`src/rtl/sram_mem_initiator_if.sv`:
```
// Pipeline-side request/response signals plus the 16-bit SRAM pin bundle.
// master: the initiator itself. slave: the environment (pipeline + SRAM).
interface sram_mem_initiator_if #(
  parameter int ADDR_W      = 32,
  parameter int DATA_W      = 32,
  parameter int SRAM_ADDR_W = 18
);
  logic                   rd_en;
  logic                   wr_en;
  logic [ADDR_W-1:0]      address;
  logic [DATA_W-1:0]      wdata;
  logic [DATA_W-1:0]      rdata;
  logic                   ready;
  logic [SRAM_ADDR_W-1:0] sram_addr;
  logic [15:0]            sram_dq_out;
  logic                   sram_dq_oe;
  logic [15:0]            sram_dq_in;
  logic                   sram_ce_n;
  logic                   sram_oe_n;
  logic                   sram_we_n;

  modport master (
    input  rd_en, wr_en, address, wdata, sram_dq_in,
    output rdata, ready, sram_addr, sram_dq_out, sram_dq_oe,
           sram_ce_n, sram_oe_n, sram_we_n
  );

  modport slave (
    output rd_en, wr_en, address, wdata, sram_dq_in,
    input  rdata, ready, sram_addr, sram_dq_out, sram_dq_oe,
           sram_ce_n, sram_oe_n, sram_we_n
  );
endinterface

```
`src/rtl/sram_mem_initiator.sv`:
```
// MEM-stage master: each 32-bit load/store becomes two 16-bit SRAM phases
// (low half-word, then high half-word), each WAIT_CYCLES long. ready is held
// low until the access reaches DONE.
// Optional build macro: SRAM_RANGE_CHECK_EN -- requests outside the SRAM
// window skip the SRAM entirely (write dropped, read returns 0).
//
// state | meaning
// IDLE  | no access; a request here is captured and started
// LOW   | low half-word phase at word's even half-word address
// HIGH  | high half-word phase at the odd half-word address
// DONE  | one-cycle completion; ready=1, rdata valid
module sram_mem_initiator #(
  parameter int                ADDR_W      = 32,
  parameter int                DATA_W      = 32,
  parameter int                SRAM_ADDR_W = 18,
  parameter int                WAIT_CYCLES = 5,
  parameter logic [ADDR_W-1:0] BASE_ADDR   = 1024
) (
  input logic                  clk,
  input logic                  rst,
  sram_mem_initiator_if.master bus_if
);

  typedef enum logic [1:0] {ST_IDLE, ST_LOW, ST_HIGH, ST_DONE} state_t;

  localparam int CNT_W = (WAIT_CYCLES > 1) ? $clog2(WAIT_CYCLES) : 1;
  localparam logic [CNT_W-1:0] CNT_LAST = CNT_W'(WAIT_CYCLES - 1);

  state_t                 state_q, state_d;
  logic [CNT_W-1:0]       cnt_q, cnt_d;
  logic [SRAM_ADDR_W-2:0] word_q;
  logic [DATA_W-1:0]      wdata_q;
  logic                   is_wr_q;
  logic [15:0]            lo_q;
  logic [DATA_W-1:0]      rdata_q;

  logic                   req;
  logic                   last;
  logic                   out_of_range;
  logic [ADDR_W-1:0]      off;
  logic                   ce_n, oe_n, we_n, dq_oe;
  logic [15:0]            dq_out;
  logic [SRAM_ADDR_W-1:0] phase_addr;

  assign req  = bus_if.rd_en | bus_if.wr_en;
  assign last = (cnt_q == CNT_LAST);
  assign off  = bus_if.address - BASE_ADDR;

`ifdef SRAM_RANGE_CHECK_EN
  assign out_of_range = (bus_if.address < BASE_ADDR) ||
                        ((off >> (SRAM_ADDR_W + 1)) != '0);
`else
  assign out_of_range = 1'b0;
`endif

  // State and wait-counter registers.
  always_ff @(posedge clk or posedge rst) begin
    if (rst) begin
      state_q <= ST_IDLE;
      cnt_q   <= '0;
    end else begin
      state_q <= state_d;
      cnt_q   <= cnt_d;
    end
  end

  // Next-state logic and SRAM pin decode from the current state.
  always_comb begin
    state_d    = state_q;
    cnt_d      = cnt_q;
    ce_n       = 1'b1;
    oe_n       = 1'b1;
    we_n       = 1'b1;
    dq_oe      = 1'b0;
    dq_out     = '0;
    phase_addr = '0;
    case (state_q)
      ST_IDLE: begin
        if (req) begin
          cnt_d   = '0;
          state_d = out_of_range ? ST_DONE : ST_LOW;
        end
      end
      ST_LOW: begin
        if (last) begin
          state_d = ST_HIGH;
          cnt_d   = '0;
        end else begin
          cnt_d = cnt_q + 1'b1;
        end
      end
      ST_HIGH: begin
        if (last) state_d = ST_DONE;
        else      cnt_d   = cnt_q + 1'b1;
      end
      ST_DONE: state_d = ST_IDLE;
      default: state_d = ST_IDLE;
    endcase

    if (state_q == ST_LOW || state_q == ST_HIGH) begin
      ce_n       = 1'b0;
      phase_addr = {word_q, state_q == ST_HIGH};
      if (is_wr_q) begin
        dq_oe  = 1'b1;
        // we_n rises one cycle before the phase ends so data outlives the strobe
        we_n   = last;
        dq_out = (state_q == ST_HIGH) ? wdata_q[DATA_W-1:16] : wdata_q[15:0];
      end else begin
        oe_n = 1'b0;
      end
    end
  end

  // Request capture and read-data assembly.
  always_ff @(posedge clk or posedge rst) begin
    if (rst) begin
      word_q  <= '0;
      wdata_q <= '0;
      is_wr_q <= 1'b0;
      lo_q    <= '0;
      rdata_q <= '0;
    end else begin
      if (state_q == ST_IDLE && req) begin
        word_q  <= off[SRAM_ADDR_W:2];
        wdata_q <= bus_if.wdata;
        is_wr_q <= bus_if.wr_en;
        if (out_of_range && !bus_if.wr_en) rdata_q <= '0;
      end
      if (state_q == ST_LOW && last && !is_wr_q) lo_q <= bus_if.sram_dq_in;
      if (state_q == ST_HIGH && last && !is_wr_q) rdata_q <= {bus_if.sram_dq_in, lo_q};
    end
  end

  assign bus_if.ready       = ~req | (state_q == ST_DONE);
  assign bus_if.rdata       = rdata_q;
  assign bus_if.sram_addr   = phase_addr;
  assign bus_if.sram_dq_out = dq_out;
  assign bus_if.sram_dq_oe  = dq_oe;
  assign bus_if.sram_ce_n   = ce_n;
  assign bus_if.sram_oe_n   = oe_n;
  assign bus_if.sram_we_n   = we_n;

endmodule

```
`src/flat_wrapper.sv`:
```
// flat-port wrapper written by rule: the top's interface ports become plain ports
module sram_mem_initiator_flat 
#(
  parameter int                ADDR_W      = 32,
  parameter int                DATA_W      = 32,
  parameter int                SRAM_ADDR_W = 18,
  parameter int                WAIT_CYCLES = 5,
  parameter logic [ADDR_W-1:0] BASE_ADDR   = 1024
)
  (clk, rst, bus_if_rd_en, bus_if_wr_en, bus_if_address, bus_if_wdata, bus_if_sram_dq_in, bus_if_rdata, bus_if_ready, bus_if_sram_addr, bus_if_sram_dq_out, bus_if_sram_dq_oe, bus_if_sram_ce_n, bus_if_sram_oe_n, bus_if_sram_we_n);
  sram_mem_initiator_if #(.ADDR_W(ADDR_W), .DATA_W(DATA_W), .SRAM_ADDR_W(SRAM_ADDR_W)) bus_if_i ();
  input logic clk;
  input logic rst;
  input wire logic [$bits(bus_if_i.rd_en)-1:0] bus_if_rd_en;
  input wire logic [$bits(bus_if_i.wr_en)-1:0] bus_if_wr_en;
  input wire logic [$bits(bus_if_i.address)-1:0] bus_if_address;
  input wire logic [$bits(bus_if_i.wdata)-1:0] bus_if_wdata;
  input wire logic [$bits(bus_if_i.sram_dq_in)-1:0] bus_if_sram_dq_in;
  output wire logic [$bits(bus_if_i.rdata)-1:0] bus_if_rdata;
  output wire logic [$bits(bus_if_i.ready)-1:0] bus_if_ready;
  output wire logic [$bits(bus_if_i.sram_addr)-1:0] bus_if_sram_addr;
  output wire logic [$bits(bus_if_i.sram_dq_out)-1:0] bus_if_sram_dq_out;
  output wire logic [$bits(bus_if_i.sram_dq_oe)-1:0] bus_if_sram_dq_oe;
  output wire logic [$bits(bus_if_i.sram_ce_n)-1:0] bus_if_sram_ce_n;
  output wire logic [$bits(bus_if_i.sram_oe_n)-1:0] bus_if_sram_oe_n;
  output wire logic [$bits(bus_if_i.sram_we_n)-1:0] bus_if_sram_we_n;
  assign bus_if_i.rd_en = bus_if_rd_en;
  assign bus_if_i.wr_en = bus_if_wr_en;
  assign bus_if_i.address = bus_if_address;
  assign bus_if_i.wdata = bus_if_wdata;
  assign bus_if_i.sram_dq_in = bus_if_sram_dq_in;
  assign bus_if_rdata = bus_if_i.rdata;
  assign bus_if_ready = bus_if_i.ready;
  assign bus_if_sram_addr = bus_if_i.sram_addr;
  assign bus_if_sram_dq_out = bus_if_i.sram_dq_out;
  assign bus_if_sram_dq_oe = bus_if_i.sram_dq_oe;
  assign bus_if_sram_ce_n = bus_if_i.sram_ce_n;
  assign bus_if_sram_oe_n = bus_if_i.sram_oe_n;
  assign bus_if_sram_we_n = bus_if_i.sram_we_n;
  sram_mem_initiator #(.ADDR_W(ADDR_W), .DATA_W(DATA_W), .SRAM_ADDR_W(SRAM_ADDR_W), .WAIT_CYCLES(WAIT_CYCLES), .BASE_ADDR(BASE_ADDR)) u_core (.clk(clk), .rst(rst), .bus_if(bus_if_i));
endmodule
```
`config.mk`:
```
export PLATFORM = sky130hd
export DESIGN_NAME = sram_mem_initiator_flat
export DESIGN_NICKNAME = d
export VERILOG_FILES = /design/src/rtl/sram_mem_initiator_if.sv /design/src/rtl/sram_mem_initiator.sv /design/src/flat_wrapper.sv
export SDC_FILE = /design/constraint.sdc
export NUM_CORES = 1
export LEC_CHECK = 0
export ABC_AREA = 1
export BUFFER_PORTS_ARGS = -buffer_cell sky130_fd_sc_hd__buf_2
export CORE_MARGIN = 5
export CORE_UTILIZATION = 30
export CTS_BUF_LIST = sky130_fd_sc_hd__clkbuf_4 sky130_fd_sc_hd__clkbuf_8
export DETAILED_ROUTE_END_ITERATION = 8
export PLACE_DENSITY = 0.54
export SLEW_MARGIN = 25
export SYNTH_ARGS = -nofsm -noshare
export SYNTH_HDL_FRONTEND = slang
export SYNTH_SLANG_ARGS = --single-unit
```
`constraint.sdc`:
```
create_clock -name clk -period 5.26 [get_ports clk]
set_clock_uncertainty 0.1 [all_clocks]
set_input_delay 0 -clock clk [delete_from_list [all_inputs] [get_ports clk]]
set_output_delay 0 -clock clk [all_outputs]
set_load 0.01 [all_outputs]
```
==> impl_metrics.csv <==
group,metric,value,unit
run_status,status,"finished clean",
drt,finalWirelength,12.36,mm
die,rows,45,
setup_path,cp.arrival,2.83,ns
die,io_pins,155,
drt,avgRoutedWirePerCell,12.70,um
setup_path,crit-reg2reg-launch,"u_core.state_q[0]",
placement,port_buffers,139,
cts,cts_setup_buffers,0,
drt,viasPerCell,4.430,
cts,cts.htree.levels,3,
layout,drive_gt1_frac,0.2115,
cts,cts_tree,"yes",
min_path,min_path_type,"in2reg",
drt,vias,4310,
synthesis,synth_cells,577,
pwr,p_leak,3.722,nW
cts,clock_path_buffers,2,
global_routing,grt_pass1_wl,20.74,mm
setup_path,startpoint_type,"register",
synthesis,synth_area,4628,um^2
timing,tns,0,ns
timing,fin_crit,2.927,ns
pwr,power,3.101,mW
run,drv_cap,0,
die,die_y,134.2,um
timing,period_share,0.5566,
synthesis,yosys_warnings,0,
placement,dpl.hpwl,8.236,mm
die,die_area,18010,um^2
timing,max_slew_margin,0.3573,
synthesis,ys_seq_elements,103,
die,coreArea,15150,um^2
drt,antenna_left,0,
die,die_w,134.2,um
timing,finalMaxSlewViolations,0,
layout,num_antenna_cells,0,
layout,final_cell_mix,"228 x nand2_1, 139 x buf_2, 103 x dfrtp_1",
cts,cts_sinks,103,
global_routing,first_global_vias,4376,
synthesis,syn_avg_cell_area,8.021,um^2
drt,dr.pass1.iters,4,
timing,hold_viol,0,
cts,insertion_delay,0.37,ns
setup_path,setup.worst_path.start,"u_core.state_q[0]",
synthesis,ys_types,23,
global_routing,grt_max_degree,65,
setup_path,crit_type,"reg2out",
drt,drt-initial-drc-count,242,
timing,rsz0062_at_grt,"no",
layout,nets,872,
timing,worst_pin_slew,0.9641,ns
synthesis,syn_nets,668,
pwr,vdd_drop_max,0.0002973,V
timing,fmax,341.6,MHz
synthesis,yosysTopAreaCellShare,0.5569,
timing,setup-violations-final,0,
global_routing,antenna_found_initial,0,
setup_path,worstPathRequired,5.16,ns
drt,drc,0,
synthesis,synth_top_cell_by_area,"dfrtp_1",
synthesis,synth.area.top_cells,"dfrtp_1 56%, nand2_1 18%, inv_1 5.6%",
setup_path,crit_fanout,22,
synthesis,ys_seq_area_frac,0.5569,
global_routing,grtUsageTotal,0.1403,
cts,cts-root-buf,"clkbuf_8",
placement,gp_congestion,0.7972,
cts,cts_made_buffers,9,
layout,area_growth,39.28,%
global_routing,grt-ovfl-total,0,
pwr,pwr_density_cell,481.1,nW/um^2
min_path,worstHoldStart,"bus_if_rd_en",
cts,clk_pin_slew,0.10,ns
setup_path,critical_path.endpoint_type,"output pin",
die,initial_core_util,0.3056,
layout,final_common_cell,"nand2_1",
where the power goes:
| part | switching (mW) | internal (mW) | leakage (nW) |
|---|---|---|---|
| logic | 0.812 | 0.484 | 2.42 |
| clock network | 0.278 | 0.327 | 0.119 |
| registers | 0.144 | 1.06 | 1.18 |
flip-flops by register name, summed over array words and instances (netlist names):
name                 count
u_core.is_wr_q           1
u_core.wdata_q          32
u_core.word_q           17
u_core.cnt_q             3
u_core.state_q           2
u_core.lo_q             16
u_core.bus_if.rdata     32
layout make-up:
| cell class | count | area (um^2) |
|---|---|---|
| Clock buffer | 10 | 137.6 |
| Clock inverter | 5 | 106.4 |
| Fill cell | 1509 | 8700 |
| Inverter | 72 | 272.8 |
| Multi-Input combinational cell | 377 | 1635 |
| Sequential cell | 103 | 2577 |
| Tap cell | 188 | 235.2 |
| Timing Repair Buffer | 218 | 1481 |
cells by family after synthesis:
| logic type | Yosys count | share of synthesized area |
|---|---|---|
| compound gates | 65 | 0.07164 |
| buf+inv | 97 | 0.08975 |
| simple gates | 304 | 0.2609 |
| flops | 103 | 0.5569 |
| fa+ha+maj | 7 | 0.01892 |
| xor+xnor | 1 | 0.001893 |
cell usage after synthesis:
master,count
nand2_1,228
dfrtp_1,103
inv_1,69
nor2_1,46
o21ai_1,44
buf_2,20
nor3_1,15
o21ai_0,15
nand3_1,8
ha_1,7
a31oi_1,3
buf_4,3
inv_2,3
a21oi_1,2
buf_6,2
or2_2,2
nand3_2,1
nand3_4,1
nand4_1,1
nor2_2,1
nor2_4,1
o21bai_1,1
xor2_1,1
what timing repair did:
action	CTS	global route
resized for setup	0	0
hold buffers	77	0
hold endpoints to repair	130	0
final timing paths:
check / end / slack [ns] / depth (start not counted)
min in group asynchronous: u_core.lo_q[12] / 0.14 / 3
max: bus_if_sram_dq_out[5] / 2.33 / 5
min reg2reg: u_core.wdata_q[4] / 0.38 / 2
max reg2reg: u_core.bus_if.rdata[4] / 2.64 / 5
max in group asynchronous: u_core.wdata_q[2] / 3.74 / 4
min: u_core.cnt_q[2] / 0.05 / 6
worst max-delay path: stages, from the launching register on:
cell	delay [ns]
dfrtp_1	0.42
inv_1	0.08
ha_1	0.76
nand2_1	0.62
nor3_1	0.38
buf_2	0.18
metrics by stage:
step	instances	setup slack [ns]	instance area [um^2]	util	hold WS (ns)
6_report	973	2.333	6446	0.4256	0.05085
5_1_grt	973	2.055	6446	0.4256	0.05425
4_1_cts	973	2.229	6446	0.4256	0.006767
3_5_place_dp	881	2.629	5431	0.3586	0.02921
3_3_place_gp	881	2.668	5431	0.3586	0.02140
2_1_floorplan	577	2.456	4628	-	-0.007273
layer usage:
metal  wire length [um]  vias to the layer above  track usage
li1                   -                     2157            -
met1               5688                     1989       0.1852
met2               5520                      148       0.2218
met3                944                       16      0.04314
met4                201                        0      0.04355
met5                  0                        -            0
No activity file was read; power rests on OpenSTA's default activity.
